$ cat src/rtl/reset_seq.sv
// Staged reset sequencer: waits for PLL lock, releases peripheral then CPU reset, re-enters reset on events.
// Optional watchdog re-reset is enabled by defining RESET_SEQ_WDT_EN.
module reset_seq #(
  parameter int unsigned PERIPH_DELAY = 16,
  parameter int unsigned CPU_DELAY    = 16,
  parameter int unsigned HOLD_CYCLES  = 8,
  parameter int unsigned WDT_WIDTH    = 20
) (
  input  logic       clk_i,
  input  logic       rst_i,
  input  logic       pll_locked_i,
  input  logic       soft_rst_i,
  input  logic       wdt_kick_i,
  output logic       rst_periph_o,
  output logic       rst_cpu_o,
  output logic       ready_o,
  output logic [1:0] rst_cause_o
);

  typedef enum logic [2:0] {
    ST_RESET,
    ST_WAIT_LOCK,
    ST_PERIPH_DLY,
    ST_CPU_DLY,
    ST_RUN,
    ST_HOLD
  } state_e;

  localparam logic [7:0] PERIPH_LAST = 8'(PERIPH_DELAY - 1);
  localparam logic [7:0] CPU_LAST    = 8'(CPU_DELAY - 1);
  localparam logic [7:0] HOLD_LAST   = 8'(HOLD_CYCLES - 1);

  localparam logic [1:0] CAUSE_LOCK = 2'b01;
  localparam logic [1:0] CAUSE_SOFT = 2'b10;
  localparam logic [1:0] CAUSE_WDT  = 2'b11;

  state_e     state_q, state_d;
  logic [7:0] cnt_q, cnt_d;
  logic [1:0] cause_q, cause_d;
  logic [1:0] sync_q;
  logic       rst_periph_q, rst_cpu_q, ready_q;
  logic       lock_s;
  logic       wdt_expired;

  assign lock_s = sync_q[1];

`ifdef RESET_SEQ_WDT_EN
  logic [WDT_WIDTH-1:0] wdt_q, wdt_d;

  assign wdt_expired = (state_q == ST_RUN) && (wdt_q == '1);

  // Counts only while staying in RUN; any kick or exit from RUN restarts it.
  always_comb begin
    wdt_d = '0;
    if (state_q == ST_RUN && state_d == ST_RUN && !wdt_kick_i)
      wdt_d = wdt_q + {{(WDT_WIDTH-1){1'b0}}, 1'b1};
  end

  always_ff @(posedge clk_i) begin
    if (rst_i) wdt_q <= '0;
    else       wdt_q <= wdt_d;
  end
`else
  logic unused_wdt_kick;
  assign unused_wdt_kick = wdt_kick_i;
  assign wdt_expired     = 1'b0;
`endif

  always_comb begin
    state_d = state_q;
    cause_d = cause_q;
    cnt_d   = cnt_q + 8'd1;
    unique case (state_q)
      ST_RESET:     state_d = ST_WAIT_LOCK;
      ST_WAIT_LOCK: if (lock_s) state_d = ST_PERIPH_DLY;
      ST_PERIPH_DLY: begin
        if (!lock_s) begin
          state_d = ST_HOLD;
          cause_d = CAUSE_LOCK;
        end else if (cnt_q == PERIPH_LAST) begin
          state_d = ST_CPU_DLY;
        end
      end
      ST_CPU_DLY: begin
        if (!lock_s) begin
          state_d = ST_HOLD;
          cause_d = CAUSE_LOCK;
        end else if (cnt_q == CPU_LAST) begin
          state_d = ST_RUN;
        end
      end
      // Lock loss outranks watchdog expiry, which outranks a software request.
      ST_RUN: begin
        if (!lock_s) begin
          state_d = ST_HOLD;
          cause_d = CAUSE_LOCK;
        end else if (wdt_expired) begin
          state_d = ST_HOLD;
          cause_d = CAUSE_WDT;
        end else if (soft_rst_i) begin
          state_d = ST_HOLD;
          cause_d = CAUSE_SOFT;
        end
      end
      ST_HOLD:  if (cnt_q == HOLD_LAST) state_d = ST_WAIT_LOCK;
      default:  state_d = ST_RESET;
    endcase
    if (state_d != state_q) cnt_d = 8'd0;
  end

  always_ff @(posedge clk_i) begin
    if (rst_i) begin
      sync_q       <= 2'b00;
      state_q      <= ST_RESET;
      cnt_q        <= 8'd0;
      cause_q      <= 2'b00;
      rst_periph_q <= 1'b1;
      rst_cpu_q    <= 1'b1;
      ready_q      <= 1'b0;
    end else begin
      sync_q       <= {sync_q[0], pll_locked_i};
      state_q      <= state_d;
      cnt_q        <= cnt_d;
      cause_q      <= cause_d;
      rst_periph_q <= !(state_d == ST_CPU_DLY || state_d == ST_RUN);
      rst_cpu_q    <= (state_d != ST_RUN);
      ready_q      <= (state_d == ST_RUN);
    end
  end

  assign rst_periph_o = rst_periph_q;
  assign rst_cpu_o    = rst_cpu_q;
  assign ready_o      = ready_q;
  assign rst_cause_o  = cause_q;

endmodule

$ cat config.mk
export PLATFORM = sky130hd
export DESIGN_NAME = reset_seq
export DESIGN_NICKNAME = d
export VERILOG_FILES = /design/src/rtl/reset_seq.sv
export SDC_FILE = /design/constraint.sdc
export NUM_CORES = 1
export LEC_CHECK = 0
export CAP_MARGIN = 20
export CORE_UTILIZATION = 30
export DETAILED_ROUTE_END_ITERATION = 16
export PLACE_DENSITY_LB_ADDON = 0.05
export SLEW_MARGIN = 0
export SYNTH_ARGS = -nofsm -noshare
export SYNTH_HDL_FRONTEND = slang
export SYNTH_SLANG_ARGS = --single-unit
$ cat constraint.sdc
create_clock -name clk_i -period 1.7 [get_ports clk_i]
set_input_delay 0.34 -clock clk_i [delete_from_list [all_inputs] [get_ports clk_i]]
set_output_delay 0.34 -clock clk_i [all_outputs]
set_load 0.05 [all_outputs]
**Yosys cells after proc, flatten, opt, wreduce, memory -nomap -nowiden**

Index checks and enable logic that the tools add are counted.

- Register bits after elaboration: 18
- Output and inout bits: 5

- $add $sub $neg: 1
- Eq/ne operators: 13
- Muxes and demuxes: 13
- Reductions and logical operators: 7

Operator list:

| operator | count |
|---|---|
| two-way mux 3 bit | 8 |
| one-hot mux 3 bit (6 select lines) | 1 |
| equality test 3 x 2 -> 1 bit (second input constant) | 3 |
| equality test 3 bit (second input constant) | 3 |
| adder 8 x 1 -> 8 bit (second input constant) | 1 |
| equality test 8 x 3 -> 1 bit (second input constant) | 1 |
| equality test 8 x 4 -> 1 bit (second input constant) | 1 |
| two-way mux 2 bit | 3 |
| inequality test 3 bit (second input constant) | 2 |
| one-hot mux 2 bit (2 select lines) | 1 |
| OR reduction 2 bit | 2 |
| equality test 3 x 1 -> 1 bit (second input constant) | 1 |
| logical NOT 3 bit | 1 |
| inequality test 3 bit | 1 |
| AND reduction 3 bit | 1 |
| inequality test 2 bit (second input constant) | 1 |
| nonzero test 2 bit | 1 |
| logical NOT 1 bit | 1 |
| logical OR 1 bit | 1 |

**Logic depth before layout (Yosys ltp)**

Gate-level depths: netlist of run 1.

- Depth after elaboration: 7
- Mapped depth: 6

**Worst setup path before layout of run 1**

OpenSTA, ideal clock, no wires.

- Path kind: reg-to-reg
- Start point: register cnt_q[0]
- End point: register rst_periph_q, in the netlist rst_periph_o
- Setup time: 72 ps
- Arrival time: 1563 ps
- Data required time: 1628 ps
- Slack: 65 ps
- Cell stages (with the launch flop): 7
- Buffers on the path: 1
- Clock period less this slack: 1635 ps
- Cell sequence: dfxtp_1 > ha_1 > and3_1 > clkbuf_2 > and2_2 > o311ai_2 > mux2i_1

- Word-level cells in the longest chain between the ends: 7
- Elaborated cells between the ends (all ways): 12
- Classes of those cells: 4 x eq/ne; 6 x mux; 2 x reduce/logical

RTL lines:

| what | RTL line | RTL |
|---|---|---|
| start: declaration | 38 | `logic [7:0] cnt_q, cnt_d;` |
| start signal: assignment | 123 | `cnt_q <= cnt_d;` |
| equality test 8 x 4 -> 1 bit | 80, 88 |  |
| two-way mux 3 bit, on equally long branches | 88, 80 |  |
| two-way mux 3 bit, on equally long branches | 85, 77 |  |
| one-hot mux 3 bit (6 select lines) (*) | 73 | `unique case (state_q)` |
| equality test 3 x 2 -> 1 bit / equality test 3 bit (equally long branches) | 125 | `rst_periph_q <= !(state_d == ST_CPU_DLY \|\| state_d == ST_RUN);` |
| logical OR 1 bit (*) | 125 |  |
| logical NOT 1 bit (*) | 125 |  |
| end signal: assignment | 125 |  |
| end: declaration | 41 | `logic rst_periph_q, rst_cpu_q, ready_q;` |

Every way passes the cells marked *; elsewhere a longest branch is shown, timed or not.
A chain may end at the register's enable or synchronous reset.

**Worst setup path in the final report of run 1**

- Start point: register cnt_q[6]
- End point: register cnt_q[3]

- Word-level cells in the longest chain between the ends: 6
- Elaborated cells between the ends (all ways): 10
- Classes of those cells: 3 x eq/ne; 6 x mux; 1 x reduce/logical

RTL lines:

| what | RTL line | RTL |
|---|---|---|
| equality test 8 x 4 -> 1 bit | 80, 88 |  |
| two-way mux 3 bit, on equally long branches | 88, 80 |  |
| two-way mux 3 bit, on equally long branches | 85, 77 |  |
| one-hot mux 3 bit (6 select lines) (*) | 73 |  |
| inequality test 3 bit (*) | 108 | `if (state_d != state_q) cnt_d = 8'd0;` |
| OR reduction 2 bit (no source line) (*) | - |  |

Marked as above.

==> results of run 1 <==
==> layer usage <==
| layer | wire (um) | up-vias | part of all wire [%] |
|---|---|---|---|
| li1 | - | 379 | - |
| met1 | 975 | 332 | 52 |
| met2 | 815 | 10 | 43 |
| met3 | 61 | 2 | 3.3 |
| met4 | 23 | 0 | 1.2 |
| met5 | 0 | - | 0 |
==> cell type report <==
class                      instances  area share [%]
inverter                           7            2.25
multi-input combinational         64            45.6
tap                               31            3.32
timing repair buffer              22            14.8
clock buffer                       4            3.11
sequential                        18            31.0
==> logic make-up after synthesis <==
group / Yosys count / synth area share, %
AO/OA/AOI/OAI: 19 / 19.3
XOR/XNOR: 6 / 5.92
adder cells (fa/ha/maj): 1 / 1.41
buffers and inverters: 11 / 5.07
flip-flops: 18 / 40.6
multiplexers: 3 / 3.38
AND/OR/NAND/NOR: 35 / 24.4
==> power groups by stage <==
stage	clock network [uW]	registers, uW	logic [uW]
after CTS	283	437	57.7
final	270	437	58.9
after global placement	0	446	56.9
after floorplan	0	446	30.4
after detailed placement	0	446	56.5
after global routing	301	438	66.7
==> timing repair <==
item                                    4_1_cts  5_1_grt
buffers inserted                              0        1
hold endpoints to repair                      0        0
endpoints found under the setup margin        6       10
resized for setup                             1        7
pin swaps                                     2        2
==> per-stage QoR <==
stage          total power [uW]  hold WS [ps]  util, %  setup TNS, ps
5_1_grt                     806           481     42.0              0
6_report                    766           454     42.0              0
3_3_place_gp                503           428     38.6              0
3_5_place_dp                503           438     38.6          -59.6
4_1_cts                     777           456     40.3              0
2_1_floorplan               476           412        -              0
==> worst max-delay path: cells and delay by family, from the launching register on <==
| family | cells | cell delay [ps] |
|---|---|---|
| buffers and inverters | 3 | 520 |
| AO/OA/AOI/OAI | 2 | 210 |
| AND/OR/NAND/NOR | 2 | 360 |
| flip-flops | 1 | 370 |
==> state kept, by name (all words and copies together) (netlist names) <==
name	flops
ready_o	1
state_q	3
rst_periph_o	1
rst_cause_o	2
cnt_q	8
sync_q	2
rst_cpu_o	1
==> synthesized netlist by cell type (all sizes together), types with 2 or more instances <==
cell	n
dfxtp	18
a311oi	2
nand2b	3
inv	7
o21ai	4
clkbuf	2
o31ai	2
nand3	3
buf	2
xnor2	3
and3	4
mux2i	3
nor2	3
nor3	8
nor2b	3
and2	4
a21oi	4
xor2	3
==> final timing paths <==
path                                start         to  slack [ps]  cells after the start
worst max register to register   cnt_q[6]   cnt_q[3]         120                      7
worst max-delay path             cnt_q[6]   cnt_q[3]         120                      7
worst min register to register  sync_q[0]  sync_q[1]         450                      1
worst min-delay path            sync_q[0]  sync_q[1]         450                      1
==> impl_metrics.ini, run 1 <==
[global_routing]
grt_busiest_layer = met2
grt_max_degree = 13
gr-usage-met2_pct = 18.9
overflow = 0
grt_pass1_vias = 690
grt_pass1_wl_mm = 3.23
grtUsageTotal_pct = 13.3
use_met1_pct = 18.3
antenna_found_initial = 0
use_met3_pct = 4.84

[synthesis]
synth_edf_count = 0
synth_largest_area_cell = dfxtp_1
syn-cell-area_sq_um = 888
synth_cells = 93
async_flop_share_pct = 0
synth_cell_type_count = 38
syn_avg_cell_area_sq_um = 9.55
ys_seq_elements = 18
synthFlopType = dfxtp_1
yosysWarnings = 0
synth_area_leaders = dfxtp_1, nor3_1, mux2i_1
synth_top_area_share_pct = 40.6
ys_seq_area_share_pct = 40.6
syn_nets = 99

[hold_path]
hold_class = register to register

[pwr]
p_leak_uw = 0.000435
power.internal_uw = 589
power.switching_uw = 176
ir_worst_vdd_mv = 0.631
p_sw_share_pct = 23.0
power.share.sequential_pct = 57.0
pwr-share-clk_pct = 35.3
powerDensity_mw_per_mm2 = 656
p_comb_share_pct = 7.7

[final_layout]
syn_to_final_growth_pct = 31.4
final_area_sq_mm = 0.00117
regArea_sq_um = 362
nets = 122
multi_input_area_sq_um = 532
fill_cells = 277
num_antenna_cells = 0
instances_no_fill = 146
layout_commonest_cell = buf_4
drive_above_1_share_pct = 31.3
mostFrequentLayoutCells = buf_4, dfxtp_1, nor3_1

[placement]
post-dp-hpwl_mm = 1.30
dp.cells = 141
gp_congestion = 0.768
preCtsSetupSlack_ps = -31.7
io_buffer_count = 8
dpl-instance-area_sq_mm = 0.00107

[route]
drcViolationCount = 0
drtIter0Drc = 12
drt-wirelength-per-cell_um = 12.8
drtPass1Iterations = 4
avgViaCountPerCell = 4.95
final_antenna_net_count = 0
drt_wl_total_mm = 1.88
dr_total_vias = 723

[worst_setup_path]
cp_common_cell = buf_4
max_stage_delay_ps = 370
path_cells = nor4_4 > buf_4 > a211oi_2 > buf_4 > o31ai_4 > buf_4 > nor3_1
crit_required_ps = 1890
worstSetupPathType = register to register
crit_arrival_ps = 1770
start_kind = register
end_kind = register
crit_fanout = 8
cpMaxStageDelayCell = dfxtp_1

[floorplanning]
ios = 10
die-height_um = 56.4
core_sq_mm = 0.00278
initial_core_util_pct = 31.9
die_area_sq_mm = 0.00318
num_rows = 19
die_w_um = 56.4

[sta]
setup_ws_ps = 123
fin_worst_skew_ps = 1.16
hold_viol_final = 0
maxSlewHeadroom_pct = 77.8
clock.fmax_ghz = 0.634
period_share_pct = 92.7
rsz0062_at_grt = no
finalSetupViolations = 0
fin_crit_ps = 1580
finalMaxSlewViolations = 0
tightest_slew_ps = 333

[clocking]
clkTransAtPathRegs_ps = 100
cts_sinks = 18
clockRootBuffer = clkbuf_4
ctsHtreeMaxLevel = 1
cts_hold_buf = 0
cts_inserted_buffers = 3
insertion_delay_ps = 300
clock_path_buffers = 2
tritoncts = built

[flow_run]
max_cap_violations = 0

[outcome]
status = finished clean
Note: power is estimated with default switching activity, not from simulation.
==> run 2: changes to the inputs <==
--- a/config.mk
+++ b/config.mk
@@ -5,6 +5,7 @@
 export SDC_FILE = /design/constraint.sdc
 export NUM_CORES = 1
 export LEC_CHECK = 0
+export ABC_AREA = 1
 export CAP_MARGIN = 20
 export CORE_UTILIZATION = 30
 export DETAILED_ROUTE_END_ITERATION = 16
==> impl_metrics.ini, run 2 <==
[outcome]
status = finished clean

[synthesis]
synthMuxAreaShare_pct = 0
async_flop_share_pct = 0
synth-compound-area-share_pct = 8.03
synth_common_cells = nor2_1, nand2_1, dfxtp_1
synth_simple_gate_area_share_pct = 36.4
syn_nets = 122
synthAdderAreaFrac_pct = 1.46
synth_cells = 116
synth_cell_type_count = 20
ys_seq_elements = 18
synth_top_area_share_pct = 42.0
synthFlopType = dfxtp_1
synth_largest_area_cell = dfxtp_1
synth_top_family_by_area = simple AND/OR/NAND/NOR gates
yosys.area_share.xor_xnor_pct = 5.11
ys_seq_area_share_pct = 42.0
synth.most_common_cell = nor2_1
syn_avg_cell_area_sq_um = 7.39
synth_area_leaders = dfxtp_1, nor2_1, nand2_1
yosysWarnings = 0
synth_edf_count = 0
syn-cell-area_sq_um = 857

[clocking]
clock_path_buffers = 2
tritoncts = built
cts_inserted_buffers = 3
cts_sinks = 18
clockRootBuffer = clkbuf_4
cts_setup_buffers = 0
insertion_delay_ps = 300
cts_hold_buf = 0
ctsHtreeMaxLevel = 1
clkTransAtPathRegs_ps = 100

[route]
drt_wl_total_mm = 1.56
final_antenna_net_count = 0
avgViaCountPerCell = 4.54
drcViolationCount = 0
drtIter0Drc = 24
drt-wirelength-per-cell_um = 9.64
drtPass1Iterations = 4
dr_total_vias = 736

[final_layout]
largest_reg_flops = 8
layout_commonest_cell = nor2_1
drive_above_1_share_pct = 17.6
syn_to_final_growth_pct = 20.0
regMostFlops = cnt_q
top_regs = cnt_q: 8 flops, state_q: 3 flops
instances_no_fill = 162
num_antenna_cells = 0
mostFrequentLayoutCells = nor2_1, nand2_1, dfxtp_1
nets = 139

[worst_setup_path]
reg2reg_depth = 10
end_kind = register
crit_arrival_ps = 1710
regToRegEndpoint = rst_periph_o
reg2reg_slack_ps = 190
crit_required_ps = 1900
worstSetupPathType = register to register
start_kind = register
r2r-start = cnt_q[1]
crit_fanout = 3

[pwr]
totalPowerFinal_uw = 773
ir_worst_vdd_mv = 0.446
p_leak_uw = 0.000413
powerDensity_mw_per_mm2 = 752

[floorplanning]
num_rows = 19
die_w_um = 55.5
die-height_um = 55.5
initial_core_util_pct = 31.4
core_sq_mm = 0.00273
die_area_sq_mm = 0.00307
ios = 10

[placement]
gp_congestion = 0.748
preCtsSetupSlack_ps = -10.8
post-dp-hpwl_mm = 1.20
io_buffer_count = 8
dp.cells = 159

[global_routing]
antenna_found_initial = 0
grt_max_degree = 10
grtUsageTotal_pct = 12.1
overflow = 0
grt_pass1_vias = 678
grt_pass1_wl_mm = 2.88

[sta]
finalSetupViolations = 0
rsz0062_at_grt = no
hold_viol_final = 0
fin_crit_ps = 1510
tightest_slew_ps = 246
maxSlewHeadroom_pct = 83.4
period_share_pct = 88.7
fin_setup_tns_ps = 0
clock.fmax_ghz = 0.663
fin_worst_skew_ps = 3.87
finalMaxSlewViolations = 0
setup_ws_ps = 192

[hold_path]
hp-start = sync_q[0]
holdPathStages = 2
hold_class = register to register
whs_endpoint = sync_q[1]

[flow_run]
max_cap_violations = 0
run 2: power breakdown:
part | switching [uW] | leakage, uW | internal [uW]
combinational | 61.3 | 0.000253 | 42.6
clock | 138 | 0.0000138 | 82.7
sequential | 13.3 | 0.000146 | 435
run 2: critical path: stages, from the launching register on:
cell,delay (ps)
dfxtp_1,400
ha_4,180
nand3_4,80
nor2_4,150
nand2_1,90
o21ai_2,150
inv_1,80
nor2_2,100
inv_1,60
nand2_1,60
nand3_1,50
run 2: worst max path at each step:
stage	slack, ps	cells after the start	end	startpoint
floorplan	240	10	rst_periph_o	cnt_q[0]
global placement	-9	11	rst_periph_o	soft_rst_i
detailed placement	-10	10	cnt_q[4]	soft_rst_i
CTS	100	10	rst_periph_o	cnt_q[1]
global route	30	10	rst_periph_o	cnt_q[1]
finish	190	10	rst_periph_o	cnt_q[1]
run 2: final cells by class:
cell class / instances / area, sq um
fill: 286 / 1710
clock buffer: 3 / 22.5
sequential: 18 / 360
timing repair buffer: 12 / 97.6
tap: 31 / 38.8
multi-input combinational: 82 / 449
inverter: 16 / 60.1
run 2: cell families after synthesis:
family	count (synthesis)
adder cells (fa/ha/maj)	1
AND/OR/NAND/NOR	64
AO/OA/AOI/OAI	12
flip-flops	18
XOR/XNOR	5
buffers and inverters	16
run 2: stage by stage:
step	hold slack [ps]	area, sq um	util [%]
after floorplan	388	857	-
after global placement	394	993	36.3
after detailed placement	400	993	36.3
after CTS	418	1020	37.2
after global routing	437	1030	37.6
final	415	1030	37.6
run 2: per-layer routing:
metal  GRT usage, %  vias up  share of wire, %
met4           8.57        0               3.3
li1               -      397                 -
met3           2.11        5               2.6
met5              0        -                 0
met1           16.0      319                51
met2           17.7       15                43
run 2: timing repair:
item,in CTS,in global routing
hold endpoints to repair,0,0
endpoints found under the setup margin,0,11
resized for setup,0,2
